$ cat config.mk
export PLATFORM = sky130hd
export DESIGN_NAME = adf4351_prog_ctrl
export DESIGN_NICKNAME = d
export VERILOG_FILES = /design/src/rtl/adf4351_prog_ctrl.sv
export SDC_FILE = /design/constraint.sdc
export NUM_CORES = 1
export LEC_CHECK = 0
export ABC_CLOCK_PERIOD_IN_PS = 4100
export CAP_MARGIN = 15
export CORE_UTILIZATION = 50
export CTS_CLUSTER_DIAMETER = 30
export CTS_CLUSTER_SIZE = 30
export DETAILED_ROUTE_END_ITERATION = 8
export HOLD_SLACK_MARGIN = 0.12
export PLACE_DENSITY = 0.77
export SETUP_SLACK_MARGIN = 0.05
export SYNTH_ARGS = -nofsm -noshare
export SYNTH_HDL_FRONTEND = slang
export SYNTH_SLANG_ARGS = --single-unit
$ cat constraint.sdc
create_clock -name clk_i -period 4.1 [get_ports clk_i]
set_input_delay 0.615 -clock clk_i [delete_from_list [all_inputs] [get_ports clk_i]]
set_output_delay 0.615 -clock clk_i [all_outputs]
set_load 0.005 [all_outputs]
$ cat src/rtl/adf4351_prog_ctrl.sv
// ADF4351 retune sequencer: fetches R0/R4 from the frequency-calc block, then shifts R5..R0 out over SCLK/SDATA/LE.
// Optional lock wait after the final word is enabled with `define ADF_LOCK_WAIT_EN (adds lock_det_i).
module adf4351_prog_ctrl #(
  parameter int unsigned CLK_DIV    = 2,
  parameter int unsigned LE_CYCLES  = 4,
  parameter int unsigned GAP_CYCLES = 4,
  parameter int unsigned CALC_TMO   = 15,
  parameter logic [31:0] R5_VAL     = 32'h00580005,
  parameter logic [31:0] R3_VAL     = 32'h000004B3,
  parameter logic [31:0] R2_VAL     = 32'h00004E42,
  parameter logic [31:0] R1_VAL     = 32'h08008011
) (
  input  logic        clk_i,
  input  logic        rst_ni,
  input  logic        req_i,
  input  logic [23:0] freq_i,
  input  logic        lo_set_i,
  output logic        calc_en_o,
  output logic [23:0] calc_freq_o,
  output logic        calc_lo_o,
  input  logic        calc_done_i,
  input  logic [31:0] calc_r0_i,
  input  logic [31:0] calc_r4_i,
`ifdef ADF_LOCK_WAIT_EN
  input  logic        lock_det_i,
`endif
  output logic        sclk_o,
  output logic        sdata_o,
  output logic        le_o,
  output logic        busy_o,
  output logic        done_o,
  output logic        err_o
);

  localparam logic [15:0] DivLast = 16'(CLK_DIV - 1);
  localparam logic [15:0] PerLast = 16'(2 * CLK_DIV - 1);
  localparam logic [15:0] LeLast  = 16'(LE_CYCLES - 1);
  localparam logic [15:0] GapLast = 16'(GAP_CYCLES - 1);
  localparam logic [15:0] TmoLast = 16'(CALC_TMO - 1);

  typedef enum logic [3:0] {
    S_IDLE, S_CALC_REQ, S_CALC_WAIT, S_LOAD, S_SHIFT, S_LATCH, S_GAP,
`ifdef ADF_LOCK_WAIT_EN
    S_LOCK_WAIT,
`endif
    S_FIN
  } state_e;

  state_e      state_q, state_d;
  logic [2:0]  idx_q, idx_d;
  logic [15:0] cnt_q, cnt_d;
  logic [4:0]  bit_q, bit_d;
  logic [31:0] shreg_q, shreg_d;
  logic [31:0] r0_q, r0_d, r4_q, r4_d;
  logic [23:0] freq_q, freq_d;
  logic        lo_q, lo_d;
  logic        pend_q, pend_d;
  logic        err_q, err_d;
  logic        sclk_q, sclk_d, sdata_q, sdata_d, le_q, le_d;
  logic [31:0] word;
`ifdef ADF_LOCK_WAIT_EN
  logic [1:0]  lock_sync_q;
  logic [2:0]  lock_cnt_q, lock_cnt_d;
`endif

  always_ff @(posedge clk_i or negedge rst_ni) begin
    if (!rst_ni) begin
      state_q <= S_IDLE;
      idx_q   <= '0;
      cnt_q   <= '0;
      bit_q   <= '0;
      shreg_q <= '0;
      r0_q    <= '0;
      r4_q    <= '0;
      freq_q  <= '0;
      lo_q    <= 1'b0;
      pend_q  <= 1'b0;
      err_q   <= 1'b0;
      sclk_q  <= 1'b0;
      sdata_q <= 1'b0;
      le_q    <= 1'b0;
    end else begin
      state_q <= state_d;
      idx_q   <= idx_d;
      cnt_q   <= cnt_d;
      bit_q   <= bit_d;
      shreg_q <= shreg_d;
      r0_q    <= r0_d;
      r4_q    <= r4_d;
      freq_q  <= freq_d;
      lo_q    <= lo_d;
      pend_q  <= pend_d;
      err_q   <= err_d;
      sclk_q  <= sclk_d;
      sdata_q <= sdata_d;
      le_q    <= le_d;
    end
  end

`ifdef ADF_LOCK_WAIT_EN
  always_ff @(posedge clk_i or negedge rst_ni) begin
    if (!rst_ni) begin
      lock_sync_q <= '0;
      lock_cnt_q  <= '0;
    end else begin
      lock_sync_q <= {lock_sync_q[0], lock_det_i};
      lock_cnt_q  <= lock_cnt_d;
    end
  end
`endif

  // Word order on the bus: R5, R4, R3, R2, R1, R0 (R0 last so its latch triggers the retune).
  always_comb begin
    word = r0_q;
    case (idx_q)
      3'd0:    word = R5_VAL;
      3'd1:    word = r4_q;
      3'd2:    word = R3_VAL;
      3'd3:    word = R2_VAL;
      3'd4:    word = R1_VAL;
      default: word = r0_q;
    endcase
  end

  always_comb begin
    state_d = state_q;
    idx_d   = idx_q;
    cnt_d   = cnt_q;
    bit_d   = bit_q;
    shreg_d = shreg_q;
    r0_d    = r0_q;
    r4_d    = r4_q;
    freq_d  = freq_q;
    lo_d    = lo_q;
    pend_d  = pend_q;
    err_d   = err_q;
    sclk_d  = sclk_q;
    sdata_d = sdata_q;
    le_d    = le_q;
`ifdef ADF_LOCK_WAIT_EN
    lock_cnt_d = lock_cnt_q;
`endif
    if (req_i && state_q != S_IDLE) pend_d = 1'b1;

    case (state_q)
      S_IDLE: begin
        if (req_i || pend_q) begin
          freq_d  = freq_i;
          lo_d    = lo_set_i;
          err_d   = 1'b0;
          pend_d  = 1'b0;
          state_d = S_CALC_REQ;
        end
      end
      S_CALC_REQ: begin
        cnt_d   = '0;
        state_d = S_CALC_WAIT;
      end
      S_CALC_WAIT: begin
        if (calc_done_i) begin
          r0_d    = calc_r0_i;
          r4_d    = calc_r4_i;
          state_d = S_LOAD;
        end else if (cnt_q == TmoLast) begin
          err_d   = 1'b1;
          state_d = S_IDLE;
        end else begin
          cnt_d = cnt_q + 16'd1;
        end
      end
      S_LOAD: begin
        shreg_d = word;
        sdata_d = word[31];
        sclk_d  = 1'b0;
        cnt_d   = '0;
        bit_d   = '0;
        state_d = S_SHIFT;
      end
      // Each bit: SCLK low for CLK_DIV cycles (data settles), then high for CLK_DIV cycles.
      S_SHIFT: begin
        if (cnt_q == PerLast) begin
          cnt_d  = '0;
          sclk_d = 1'b0;
          if (bit_q == 5'd31) begin
            sdata_d = 1'b0;
            le_d    = 1'b1;
            state_d = S_LATCH;
          end else begin
            bit_d   = bit_q + 5'd1;
            shreg_d = {shreg_q[30:0], 1'b0};
            sdata_d = shreg_q[30];
          end
        end else begin
          cnt_d = cnt_q + 16'd1;
          if (cnt_q == DivLast) sclk_d = 1'b1;
        end
      end
      S_LATCH: begin
        if (cnt_q == LeLast) begin
          le_d    = 1'b0;
          cnt_d   = '0;
          state_d = S_GAP;
        end else begin
          cnt_d = cnt_q + 16'd1;
        end
      end
      S_GAP: begin
        if (cnt_q == GapLast) begin
          cnt_d = '0;
          if (idx_q < 3'd5) begin
            idx_d   = idx_q + 3'd1;
            state_d = S_LOAD;
          end else begin
`ifdef ADF_LOCK_WAIT_EN
            lock_cnt_d = '0;
            state_d    = S_LOCK_WAIT;
`else
            state_d = S_FIN;
`endif
          end
        end else begin
          cnt_d = cnt_q + 16'd1;
        end
      end
`ifdef ADF_LOCK_WAIT_EN
      // Lock must be seen on 8 consecutive synchronised samples; give up after 65535 cycles.
      S_LOCK_WAIT: begin
        cnt_d = cnt_q + 16'd1;
        if (lock_sync_q[1]) lock_cnt_d = lock_cnt_q + 3'd1;
        else                lock_cnt_d = '0;
        if (lock_sync_q[1] && lock_cnt_q == 3'd7) begin
          state_d = S_FIN;
        end else if (cnt_q == 16'd65534) begin
          err_d   = 1'b1;
          idx_d   = '0;
          state_d = S_IDLE;
        end
      end
`endif
      S_FIN: begin
        idx_d   = '0;
        state_d = S_IDLE;
      end
      default: state_d = S_IDLE;
    endcase
  end

  assign calc_en_o   = (state_q == S_CALC_REQ);
  assign calc_freq_o = freq_q;
  assign calc_lo_o   = lo_q;
  assign sclk_o      = sclk_q;
  assign sdata_o     = sdata_q;
  assign le_o        = le_q;
  assign busy_o      = (state_q != S_IDLE) && (state_q != S_FIN);
  assign done_o      = (state_q == S_FIN);
  assign err_o       = err_q;

endmodule
==> run summary <==
Status = finished, final reports clean
Syn_area_per_cell = 11.5 sq um
Final Non-Filler Cells = 906
LEAKAGE = 0.00399 uW
Routed vias/inst = 5.68
Final period util = 0.676
Final setup vio count = 0
DP Cell Count = 872
Clk Latency, worst-skew pair = 0.43 ns
Setup CP Type = register to output port
Power share of the combinational group = 0.049
Post-Synthesis Cells = 602
Clock root buffer = clkbuf_16
Internal power = 2630 uW
Max Fclk = 361 MHz
P per Cell Area = 367 nW/um^2
RD Place Congestion = 0.816
PostCTS Resize Cnt = 0
Core Area = 13,400 sq um
CP endpoint kind = output port
Setup TNS = 0 ns
GRT overflow = 0
Syn nets = 706
Mapped Area = 6930 sq um
Tmin final = 2.77 ns
Clk sink count = 152
CP required = 3.48 ns
Vias in the first global route = 5,142
Post-route ant nets = 0
Die area = 14,300 sq um
DR iter-0 viols = 314
Antenna violations before repair = 0
Crit path max fanout = 21
HP Class = input pin to asynchronous set/reset pin
Clk buf depth = 2
Utilization after layout = 0.670
Setup WS pre-CTS = 1.35 ns
Final wirelength = 15.1 mm
Syn. warnings = 0
Total CTS buffers = 17
Port Buf Inserts = 124
Sequential fraction of the synthesis area = 0.549
Area growth syn-to-layout = 29.6%
DRC Markers = 0
CTS Hold Bufs = 0
Final hold violations = 0
Die W = 120 um
Die Y-Extent = 120 um
Io pins = 125
Peak supply drop = 0.287 mV
Nets = 821
Skew final = 0.00720 ns
H-tree levels = 4
FF+latch area = 3800 sq um
GRT Total Usage = 0.226
Final Power = 3300 uW
Met3 wire len = 554 um
Yosys reg bits = 152
Largest net degree at the start of global routing = 115
Multi-input gate area = 2940 sq um
Antenna cell count = 0
Top sig layer = met4
Avg WL per Cell = 16.7 um
Global-route wire length before repair = 25.2 mm
Worst-margin pin slew = 0.996 ns
# fillers = 999
Setup ws final = 1.33 ns
M1 WL = 6.69 mm
Post-DP HPWL = 10.3 mm
Met2 WL = 7.54 mm
Initial Util = 0.517
Switching power = 666 uW
Most common cell after layout, fill and taps aside = dfrtp_1
CTS tree = done
DR vias = 5,144
Fraction of layout cells with a size suffix above 1 = 0.192
Clock Pin Slew Worst Setup and Hold Paths = 0.06 ns
Relative slew margins = 0.336
Synth cell types = 49
Most used cells in the layout excluding fill and tap cells = dfrtp_1, clkdlybuf4s50_1, mux2_2
Initial DRT Pass Iterations = 4
Reg power frac = 0.461
WP data arrival = 2.16 ns
Clock Power Share = 0.490
Num rows = 42
Post-CTS setup buffer count = 0
Sw Share = 0.202
Worst setup SP type = register
RSZ-0062 raised after global routing = false
Max Slew Vio Count = 0
MaxCap Viol Count = 0
-- synth_stat cells, drive strengths merged --
cell       n  area, sq um
nor3      20          105
clkbuf    25         93.8
buf       13         76.3
o22ai      1         6.26
nand3      7         35.0
o21bai     1         7.51
a221o     24          240
nor3b      4         30.0
mux2      89         1000
or2        1         6.26
dfrtp    152         3800
nor2      32          120
xnor2      9         78.8
or3b       1         8.76
or3        5         31.3
nand2     51          191
and3       6         37.5
a22oi      2         15.0
and4       2         17.5
a211o      2         17.5
a21oi     21          105
inv       12         45.0
and2       4         25.0
a221oi     3         26.3
o21a       1         7.51
nand3b     1         7.51
nor4       4         25.0
nand4b     1         8.76
nor4b      1         8.76
or4        1         7.51
a2111oi    1         15.0
xor2       4         35.0
o31ai      2         15.0
nand2b     4         25.0
o21ai     59          295
a211oi     3         22.5
nor2b      2         12.5
ha        11          138
o41ai      7         83.8
nor4bb     1         10.0
a21o       6         45.0
nand4      5         31.3
mux2i      1         10.0
-- registers in the layout, indices dropped and copies added, names as in the netlist --
| register | cells |
|---|---|
| le_o | 1 |
| calc_lo_o | 1 |
| bit_q | 5 |
| sclk_o | 1 |
| cnt_q | 16 |
| calc_freq_o | 24 |
| r4_q | 32 |
| r0_q | 32 |
| shreg_q | 31 |
| err_o | 1 |
| idx_q | 3 |
| pend_q | 1 |
| state_q | 3 |
| sdata_o | 1 |
-- power by group through the flow --
stage / sequential, uW / clock, uW / combinational [uW]
2_1_floorplan: 1550 / 0 / 12.1
3_3_place_gp: 1550 / 0 / 160
6_report: 1520 / 1610 / 160
4_1_cts: 1520 / 1630 / 164
3_5_place_dp: 1550 / 0 / 163
5_1_grt: 1520 / 1710 / 174
-- per-stage QoR --
step	hold slack [ns]	area (sq um)
2_1_floorplan	0.319	6930
3_3_place_gp	0.454	8310
3_5_place_dp	0.464	8310
4_1_cts	0.368	8920
5_1_grt	0.403	8980
6_report	0.307	8980
-- path summary, 6_finish.rpt --
check | startpoint | to | slack, ns | depth (start not counted)
worst max-delay path | state_q[1]$_DFFE_PN0P_ | done_o | 1.33 | 2
worst min-delay path | rst_ni | calc_freq_o[9]$_DFFE_PN0P_ | 0.31 | 1
worst max register to register | state_q[1]$_DFFE_PN0P_ | bit_q[3]$_DFFE_PN0P_ | 1.42 | 7
worst min register to register | shreg_q[4]$_DFFE_PN0P_ | shreg_q[4]$_DFFE_PN0P_ | 0.48 | 2
max in group asynchronous | rst_ni | r0_q[18]$_DFFE_PN0P_ | 2.91 | 2
min in group clk_i | shreg_q[4]$_DFFE_PN0P_ | shreg_q[4]$_DFFE_PN0P_ | 0.48 | 2
-- per-layer routing --
layer / GRT usage / vias up
li1: - / 2422
met1: 0.295 / 2583
met2: 0.365 / 111
met3: 0.0461 / 28
met4: 0.0992 / 0
met5: 0 / -
-- critical path, cell delays in order (launching register included) --
cell             delay [ns]
dfrtp_1                0.72
and3_1                 0.42
clkdlybuf4s50_1        0.60
-- cells by family (layout without fill, tap and decap cells) --
logic type,count (synthesis),in the layout,share of synthesized area
muxes,90,90,0.146
xor gates and xnor gates,13,13,0.0164
and+or+nand+nor,153,153,0.107
adders and majority gates,11,11,0.0199
DFF,152,152,0.549
buffers and inverters,50,178,0.0311
AOI/OAI and AO/OA,133,133,0.130
-- cell type report --
| class | instances | share of cell area |
|---|---|---|
| Timing Repair Buffer | 134 | 0.151 |
| Clock inverter | 10 | 0.0157 |
| Clock buffer | 22 | 0.0528 |
| Inverter | 12 | 0.00502 |
| Sequential cell | 152 | 0.424 |
| Multi-Input combinational cell | 400 | 0.327 |
| Tap cell | 176 | 0.0245 |
No activity file was read; power rests on OpenSTA's default activity.
